### config.mk
export PLATFORM = sky130hd
export DESIGN_NAME = cxu_hash_ctx_engine
export DESIGN_NICKNAME = d
export VERILOG_FILES = /design/src/rtl/cxu_hash_pkg.sv /design/src/rtl/cxu_hash_byte_step.sv /design/src/rtl/cxu_hash_ctx_engine.sv
export SDC_FILE = /design/constraint.sdc
export NUM_CORES = 1
export LEC_CHECK = 0
export CORE_UTILIZATION = 45
export DETAILED_ROUTE_END_ITERATION = 8
export HOLD_SLACK_MARGIN = 0.05
export PLACE_DENSITY_LB_ADDON = 0.25
export SLEW_MARGIN = 20
export SYNTH_ARGS = -nofsm -noshare
export SYNTH_HDL_FRONTEND = slang
export SYNTH_SLANG_ARGS = --single-unit
export TNS_END_PERCENT = 1
### constraint.sdc
create_clock -name clk -period 24.3 [get_ports clk]
set_clock_uncertainty 0.1 [all_clocks]
set_input_delay 3.645 -clock clk [delete_from_list [all_inputs] [get_ports clk]]
set_output_delay 3.645 -clock clk [all_outputs]
set_load 0.02 [all_outputs]
### src/rtl/cxu_hash_pkg.sv
// Shared opcodes, FSM state type and derived-constant helper for the hash/rolling-sum CXU.
package cxu_hash_pkg;

    localparam logic [2:0] OP_HASH1   = 3'd0;
    localparam logic [2:0] OP_ROLL1   = 3'd1;
    localparam logic [2:0] OP_HASH_N  = 3'd2;
    localparam logic [2:0] OP_ROLL4   = 3'd3;
    localparam logic [2:0] OP_CTX_WR  = 3'd4;
    localparam logic [2:0] OP_CTX_RD  = 3'd5;
    localparam logic [2:0] OP_CLR_ALL = 3'd6;
    localparam logic [2:0] OP_RSVD    = 3'd7;

    typedef enum logic [1:0] {
        ST_IDLE,
        ST_RUN,
        ST_RESP
    } state_t;

    // Shift that spreads MIN_MATCH bytes across the full hash width.
    function automatic int h_shift(input int hash_bits, input int min_match);
        return (hash_bits + min_match - 1) / min_match;
    endfunction

endpackage

### src/rtl/cxu_hash_byte_step.sv
// One-byte combinational step: LZ hash update and rolling-sum add/subtract.
module cxu_hash_byte_step #(
    parameter int HASH_BITS = 15,
    parameter int H_SHIFT   = 5
) (
    input  logic [HASH_BITS-1:0] hash_in,
    input  logic [31:0]          sum_in,
    input  logic [7:0]           new_b,
    input  logic [7:0]           old_b,
    output logic [HASH_BITS-1:0] hash_out,
    output logic [31:0]          sum_out
);

    logic [HASH_BITS-1:0] shifted;

    // The shift is truncated to HASH_BITS, which applies the hash mask for free.
    assign shifted  = hash_in << H_SHIFT;
    assign hash_out = shifted ^ HASH_BITS'(new_b);
    assign sum_out  = sum_in + 32'(new_b) - 32'(old_b);

endmodule

### src/rtl/cxu_hash_ctx_engine.sv
// Multi-context LZ-hash / rolling-checksum CXU with valid/ready cmd and rsp channels.
module cxu_hash_ctx_engine
    import cxu_hash_pkg::*;
#(
    parameter int HASH_BITS = 15,
    parameter int MIN_MATCH = 3,
    parameter int NUM_CTX   = 8,
    parameter int SUM_W     = 32
) (
    input  logic        clk,
    input  logic        reset_n,
    input  logic        cmd_valid,
    output logic        cmd_ready,
    input  logic [2:0]  cmd_payload_function_id,
    input  logic [31:0] cmd_payload_inputs_0,
    input  logic [31:0] cmd_payload_inputs_1,
    input  logic [2:0]  cmd_payload_state_id,
    input  logic [3:0]  cmd_payload_cxu_id,
    output logic        rsp_valid,
    input  logic        rsp_ready,
    output logic [31:0] rsp_payload_outputs_0
);

    localparam int H_SHIFT = h_shift(HASH_BITS, MIN_MATCH);
    localparam int IDX_W   = (NUM_CTX > 1) ? $clog2(NUM_CTX) : 1;

    logic [1:0]           rst_pipe;
    logic                 rst_sync_n;
    state_t               state, state_nxt;
    logic [2:0]           op_q;
    logic [31:0]          a_q, b_q;
    logic [IDX_W-1:0]     sid_q;
    logic [2:0]           cnt_q;
    logic [1:0]           idx_q;
    logic                 bad_q;
    logic [HASH_BITS-1:0] run_hash;
    logic [31:0]          run_sum;
    logic [31:0]          rsp_q;
    logic [HASH_BITS-1:0] ctx_hash [NUM_CTX];
    logic [SUM_W-1:0]     ctx_sum  [NUM_CTX];

    logic                 accept, sid_ok, is_ctx_op, multi;
    logic [IDX_W-1:0]     sid_idx;
    logic [2:0]           n_req, n_bytes;
    logic [31:0]          imm_rsp;
    logic [HASH_BITS-1:0] step_hash_in, step_hash_out;
    logic [31:0]          step_sum_in, step_sum_out;
    logic [7:0]           step_new_b, step_old_b;
    logic                 unused_inputs;

    assign unused_inputs = ^{cmd_payload_cxu_id, cmd_payload_state_id};

    // Reset asserts immediately but releases two clocks later on a clean edge.
    always_ff @(posedge clk or negedge reset_n) begin
        if (!reset_n) rst_pipe <= 2'b00;
        else          rst_pipe <= {rst_pipe[0], 1'b1};
    end
    assign rst_sync_n = rst_pipe[1];

    always_ff @(posedge clk or negedge rst_sync_n) begin
        if (!rst_sync_n) state <= ST_IDLE;
        else             state <= state_nxt;
    end

    always_comb begin
        state_nxt = state;
        cmd_ready = (state == ST_IDLE);
        rsp_valid = (state == ST_RESP);
        case (state)
            ST_IDLE: if (accept) state_nxt = multi ? ST_RUN : ST_RESP;
            ST_RUN:  if (cnt_q == 3'd1) state_nxt = ST_RESP;
            ST_RESP: if (rsp_ready) state_nxt = ST_IDLE;
            default: state_nxt = ST_IDLE;
        endcase
    end

    assign accept    = cmd_valid && cmd_ready;
    assign sid_idx   = cmd_payload_state_id[IDX_W-1:0];
    assign sid_ok    = int'(cmd_payload_state_id) < NUM_CTX;
    assign is_ctx_op = cmd_payload_function_id inside {OP_HASH_N, OP_ROLL4, OP_CTX_WR, OP_CTX_RD};
    assign multi     = (is_ctx_op && !sid_ok) || (cmd_payload_function_id == OP_HASH_N)
                       || (cmd_payload_function_id == OP_ROLL4);
    assign n_req     = cmd_payload_inputs_0[2:0];

    // A bad context index takes the one-byte path so it still costs a RUN cycle.
    always_comb begin
        n_bytes = 3'd4;
        if (is_ctx_op && !sid_ok) n_bytes = 3'd1;
        else if (cmd_payload_function_id == OP_HASH_N && n_req != 3'd0 && n_req <= 3'd4) n_bytes = n_req;
    end

    always_comb begin
        step_hash_in = HASH_BITS'(cmd_payload_inputs_0);
        step_sum_in  = cmd_payload_inputs_0;
        step_new_b   = cmd_payload_inputs_1[7:0];
        step_old_b   = cmd_payload_inputs_1[15:8];
        if (state == ST_RUN) begin
            step_hash_in = run_hash;
            step_sum_in  = run_sum;
            step_new_b   = (op_q == OP_HASH_N) ? b_q[8*idx_q +: 8] : a_q[8*idx_q +: 8];
            step_old_b   = b_q[8*idx_q +: 8];
        end
    end

    cxu_hash_byte_step #(
        .HASH_BITS (HASH_BITS),
        .H_SHIFT   (H_SHIFT)
    ) u_step (
        .hash_in  (step_hash_in),
        .sum_in   (step_sum_in),
        .new_b    (step_new_b),
        .old_b    (step_old_b),
        .hash_out (step_hash_out),
        .sum_out  (step_sum_out)
    );

    always_comb begin
        imm_rsp = 32'd0;
        case (cmd_payload_function_id)
            OP_HASH1:  imm_rsp = 32'(step_hash_out);
            OP_ROLL1:  imm_rsp = step_sum_out;
            OP_CTX_RD: imm_rsp = cmd_payload_inputs_0[0] ? 32'(ctx_sum[sid_idx]) : 32'(ctx_hash[sid_idx]);
            default:   imm_rsp = 32'd0;
        endcase
    end

    // Running values are committed on the last RUN cycle so the next command sees them.
    always_ff @(posedge clk or negedge rst_sync_n) begin
        if (!rst_sync_n) begin
            op_q     <= '0;
            a_q      <= '0;
            b_q      <= '0;
            sid_q    <= '0;
            cnt_q    <= '0;
            idx_q    <= '0;
            bad_q    <= 1'b0;
            run_hash <= '0;
            run_sum  <= '0;
            rsp_q    <= '0;
            for (int i = 0; i < NUM_CTX; i++) begin
                ctx_hash[i] <= '0;
                ctx_sum[i]  <= '0;
            end
        end else if (accept) begin
            op_q     <= cmd_payload_function_id;
            a_q      <= cmd_payload_inputs_0;
            b_q      <= cmd_payload_inputs_1;
            sid_q    <= sid_idx;
            cnt_q    <= n_bytes;
            idx_q    <= 2'd0;
            bad_q    <= is_ctx_op && !sid_ok;
            run_hash <= sid_ok ? ctx_hash[sid_idx] : '0;
            run_sum  <= sid_ok ? 32'(ctx_sum[sid_idx]) : 32'd0;
            if (!multi) begin
                rsp_q <= imm_rsp;
                if (cmd_payload_function_id == OP_CTX_WR) begin
                    ctx_hash[sid_idx] <= HASH_BITS'(cmd_payload_inputs_0);
                    ctx_sum[sid_idx]  <= SUM_W'(cmd_payload_inputs_1);
                end
                if (cmd_payload_function_id == OP_CLR_ALL) begin
                    for (int i = 0; i < NUM_CTX; i++) begin
                        ctx_hash[i] <= '0;
                        ctx_sum[i]  <= '0;
                    end
                end
            end
        end else if (state == ST_RUN) begin
            run_hash <= step_hash_out;
            run_sum  <= step_sum_out;
            idx_q    <= idx_q + 2'd1;
            cnt_q    <= cnt_q - 3'd1;
            if (cnt_q == 3'd1) begin
                if (bad_q) begin
                    rsp_q <= 32'd0;
                end else if (op_q == OP_HASH_N) begin
                    ctx_hash[sid_q] <= step_hash_out;
                    rsp_q           <= 32'(step_hash_out);
                end else begin
                    ctx_sum[sid_q] <= SUM_W'(step_sum_out);
                    rsp_q          <= 32'(SUM_W'(step_sum_out));
                end
            end
        end
    end

    assign rsp_payload_outputs_0 = rsp_q;

endmodule
==> results.txt <==
----------------------------------------------------
[Pwr]
  Leakage power ... between 10 and 15 nW
  Power share of the sequential group ... a little under a third
  Net Switching ... a little over 0.002 W
  Sw Ratio ... ~46%
  Clock Power Share ... a little over a fifth
  Worst ir drop on vdd ... a little over 0.08 mV
  Combinational cell fraction of total power ... 48.2%
  Design internal power ... 0.002373 W
  Total power density per cell area ... roughly 130 nW/um^2

[Yosys]
  Main combinational cell family by area after synthesis ... compound AO/OA/AOI/OAI gates
  Area share of and/or/nand/nor cells after synthesis ... 14.81%
  Largest area contributor in the synthesized netlist ... dfrtp_1
  Portion of the post-synthesis area used by sequential elements ... a little under half
  Post-synthesis cell area ... roughly 29000 sq um
  Share of cell area taken by muxes after synthesis ... about 2.8%
  Synthesized instance count ... approximately 3300
  Mean cell area of the mapped netlist ... roughly 8.7 sq um
  Synth Warn # ... 0
  Fraction of registers with async set or reset after synthesis ... between 90% and 100%
  Post-synth EDFFs ... 0
  Commonest register cell after synthesis ... dfrtp_1
  Most numerous cell types in the synthesized netlist ... 695 x nand2_1, 529 x dfrtp_1, 495 x a22oi_1, 326 x o21ai_0, 259 x clkbuf_1
  Most common cell in the synthesized netlist ... nand2_1
  Portion of synthesized cell area occupied by the leading cell type ... 45.65%
  Flip-flop and latch count after synthesis ... around 530
  Leading cell types by total area after synthesis ... dfrtp_1 46%, a22oi_1 13%, nand2_1 9.0%
  Synth Net Count ... 3435
  Post-synthesis share of cell area spent on full adders, half adders and majority gates ... between 2 and 2.5%
  Post-synthesis compound-gate area fraction ... between 20% and 30%
  Parity-gate share of the synthesized area counting xor and xnor cells ... about 1.1%
  Distinct cells, synth ... a little over 80

[Timing]
  Worst rel slew slack ... around a fifth
  Min Hold Slack ... around 0.27 ns
  Max Clock Freq ... 0.1183 GHz
  Final min period ... 8.455 ns
  Number of slew-limit violations in the final report ... 0
  Setup TNS after final layout ... 0 ns
  Unrepaired setup endpoints after global routing ... no
  Final cycle utilization of the critical path ... 34.79%
  Number of setup violations in the final report ... 0
  Transition time at the pin with the least slew margin ... ~1.2 ns
  Worst path setup slack after routing ... 15.85 ns
  Final hold violations ... 0

[CTS]
  Number of gates given a new drive strength after cts ... 0
  CTS H-tree lvls ... 2
  Hold Buf Count CTS ... 0
  Source-to-sink clock delay at the later pin of the worst-skew pair ... around 0.64 ns
  Longest Clk Path Bufs ... 3
  Clock input transition at the sequential cells of the worst setup and hold paths ... around 0.06 ns
  Total clock sinks ... 529
  Post-CTS setup repair buffer count ... 0
  Clock tree from TritonCTS ... yes
  Clock buffer count from CTS ... a little under 60
  CTS root buf ... clkbuf_16

[Route]
  Total routed wirelength ... ~120000 microns
  Number of iterations in the first detailed-routing pass ... 7
  WL per Instance ... ~30 microns
  Antenna Nets Post-Route ... 0
  Via density ... 6.895
  Post-route DRC ... 0
  DRC violation total after the first TritonRoute iteration ... roughly 4200
  Via count of the routed design ... roughly 28000

[Place]
  Placement-stage worst setup slack ... around 15 ns
  Port Buffers ... about 110
  Dpl cells ... 4012
  Weighted congestion reported at the end of routability-driven placement ... around 1
  Detail Placement HPWL ... about 75000 microns
  Cell area reported after detailed placement ... about 31000 sq um

[Finish]
  Share of layout cells above drive strength 1 ... 8.040%
  Fillcell total ... approximately 5800
  Layout-stage area growth over the synthesis result ... 12.51%
  Final design area excluding fillers ... approximately 33000 sq um
  Number of nets in the layout ... approximately 3300
  Non-Filler Instances ... 4119

[Global route]
  Global-route wire length before repair ... ~180000 microns
  Largest net degree at the start of global routing ... about 160
  Number of global-route vias before repair ... 27630
  All-layer global routing usage ... between 30% and 40%
  Overall overflow remaining after global route ... 0
  Antenna violations before repair ... 3

[Min path]
  Worst Hold Class ... flip-flop to flip-flop
  Worst Hold Launch ... rst_pipe[0]

[Die]
  Boundary Pins ... between 100 and 150
  Starting density of the core ... between 40 and 50%
  Die boundary height ... 255.8 microns
  Die outline area ... around 65000 sq um
  X dimension of the die ... between 200 and 300 microns
  Std-Cell Rows ... about 90
  Core area ... approximately 63000 sq um

[Critical path]
  Top fanout value on the critical path ... 10
  CP endpoint kind ... flip-flop
  Critical path start-end classification ... primary input to flip-flop
  Worst reg2reg startpoint ... state[0]
  Required time of the critical path ... 24.76 ns
  Beginning of the critical path ... cmd_payload_inputs_1[3]
  Kind of start point of the critical path ... primary input
  Critical path arrival ... around 8.9 ns

[Job]
  Maximum Capacitance Violations ... 0

[Status]
  Result of the run ... finished, final reports clean

----------------------------------------------------
## placed cells by master, fill, tap and decap left out, types with 10 or more instances in the layout
master,netlist,routed
a21o_1,27,27
a21oi_1,148,147
a221oi_1,45,45
a22o_1,28,28
a22oi_1,495,495
a31oi_1,15,15
a32oi_1,24,24
and2_1,17,12
and3_1,15,11
buf_4,2,72
clkbuf_1,259,15
clkbuf_16,0,59
clkbuf_8,0,14
clkdlybuf4s50_1,0,107
dfrtp_1,529,527
ha_1,34,34
inv_1,51,51
mux2i_1,40,40
mux4_2,16,16
nand2_1,695,690
nand3_1,38,38
nand4_1,24,24
nor2_1,154,143
nor2_4,0,10
nor3_1,14,14
o211ai_1,10,10
o21ai_0,326,322
o21ai_1,47,43
o221ai_1,15,15
xnor2_1,14,11
xor2_1,12,12
## sequential cells by signal, indices dropped and copies added, names as in the netlist
register               count
ctx_hash                 120
a_q                       32
ctx_sum                  256
rst_pipe                   2
run_hash                  10
op_q                       3
run_sum                   32
sid_q                      3
b_q                       32
rsp_payload_outputs_0     32
cnt_q                      3
state                      2
idx_q                      2
## routing by layer
metal  part of all wire, %  vias up  global-route usage (%)
met3                    14      478                   11.70
met2                    43     2173                   54.17
met5                0.0073        -                       0
met4                   5.5        2                   20.18
met1                    37    13900                   48.28
li1                      -    11850                       -
## power by group through the flow
stage	clock, W	sequential (W)	combinational (W)
final	0.000925	0.00135	0.00212
after global routing	0.000962	0.00138	0.00225
after CTS	0.000927	0.00134	0.00204
after detailed placement	0	0.00136	0.00203
after global placement	0	0.00134	0.00199
after floorplan	0	0.00133	0.00131
## stage by stage
stage | total power, W | utilization, %
finish | 0.004396 | 51.44
global route | 0.004589 | 51.43
CTS | 0.004311 | 51.38
detailed placement | 0.003389 | 48.31
global placement | 0.003335 | 48.30
floorplan | 0.002638 | -
## final timing paths
check	endpoint	slack, ns	cells past startpoint
worst max-delay path	rsp_payload_outputs_0[21]	15.85	15
worst min-delay path	rst_pipe[1]	0.27	0
worst max register to register	rsp_payload_outputs_0[21]	17.99	15
worst min register to register	rst_pipe[1]	0.27	0
max in group asynchronous	run_hash[5]	20.68	3
min in group asynchronous	ctx_hash[0]	0.38	0
## logic make-up (layout without fill, tap and decap cells)
logic type | after synthesis | in the layout
buffers and inverters | 385 | 341
AOI/OAI and AO/OA | 1241 | 1241
and+or+nand+nor | 1025 | 1025
xor gates and xnor gates | 31 | 31
adders and majority gates | 42 | 42
muxes | 61 | 61
other | 1 | 3
DFF | 529 | 529
## area by class of cell
| class | count | area, sq um | share of cell area [%] |
|---|---|---|---|
| Multi-Input combinational cell | 2401 | 14510 | 44.48 |
| Timing Repair Buffer | 182 | 1654 | 5.070 |
| Clock buffer | 88 | 1725 | 5.289 |
| Inverter | 54 | 202.7 | 0.6213 |
| Clock inverter | 17 | 226.5 | 0.6942 |
| Sequential cell | 529 | 13240 | 40.59 |
| Tap cell | 846 | 1059 | 3.245 |
| Antenna cell | 2 | 5.005 | 0.01534 |
## critical path, cell delays in order
cell and delay (ns):
clkdlybuf4s50_1 0.94, nand2_1 0.09, o21ai_1 0.51, inv_1 0.13, fa_1 0.51, inv_1 0.04, ha_1 0.32, o21ai_1 0.10
o211ai_1 0.38, a31oi_1 0.26, a21oi_1 0.31, nor2_1 0.16, xnor2_1 0.93, a221oi_1 0.37, nor2_1 0.19
Note: power is estimated with default switching activity, not from simulation.
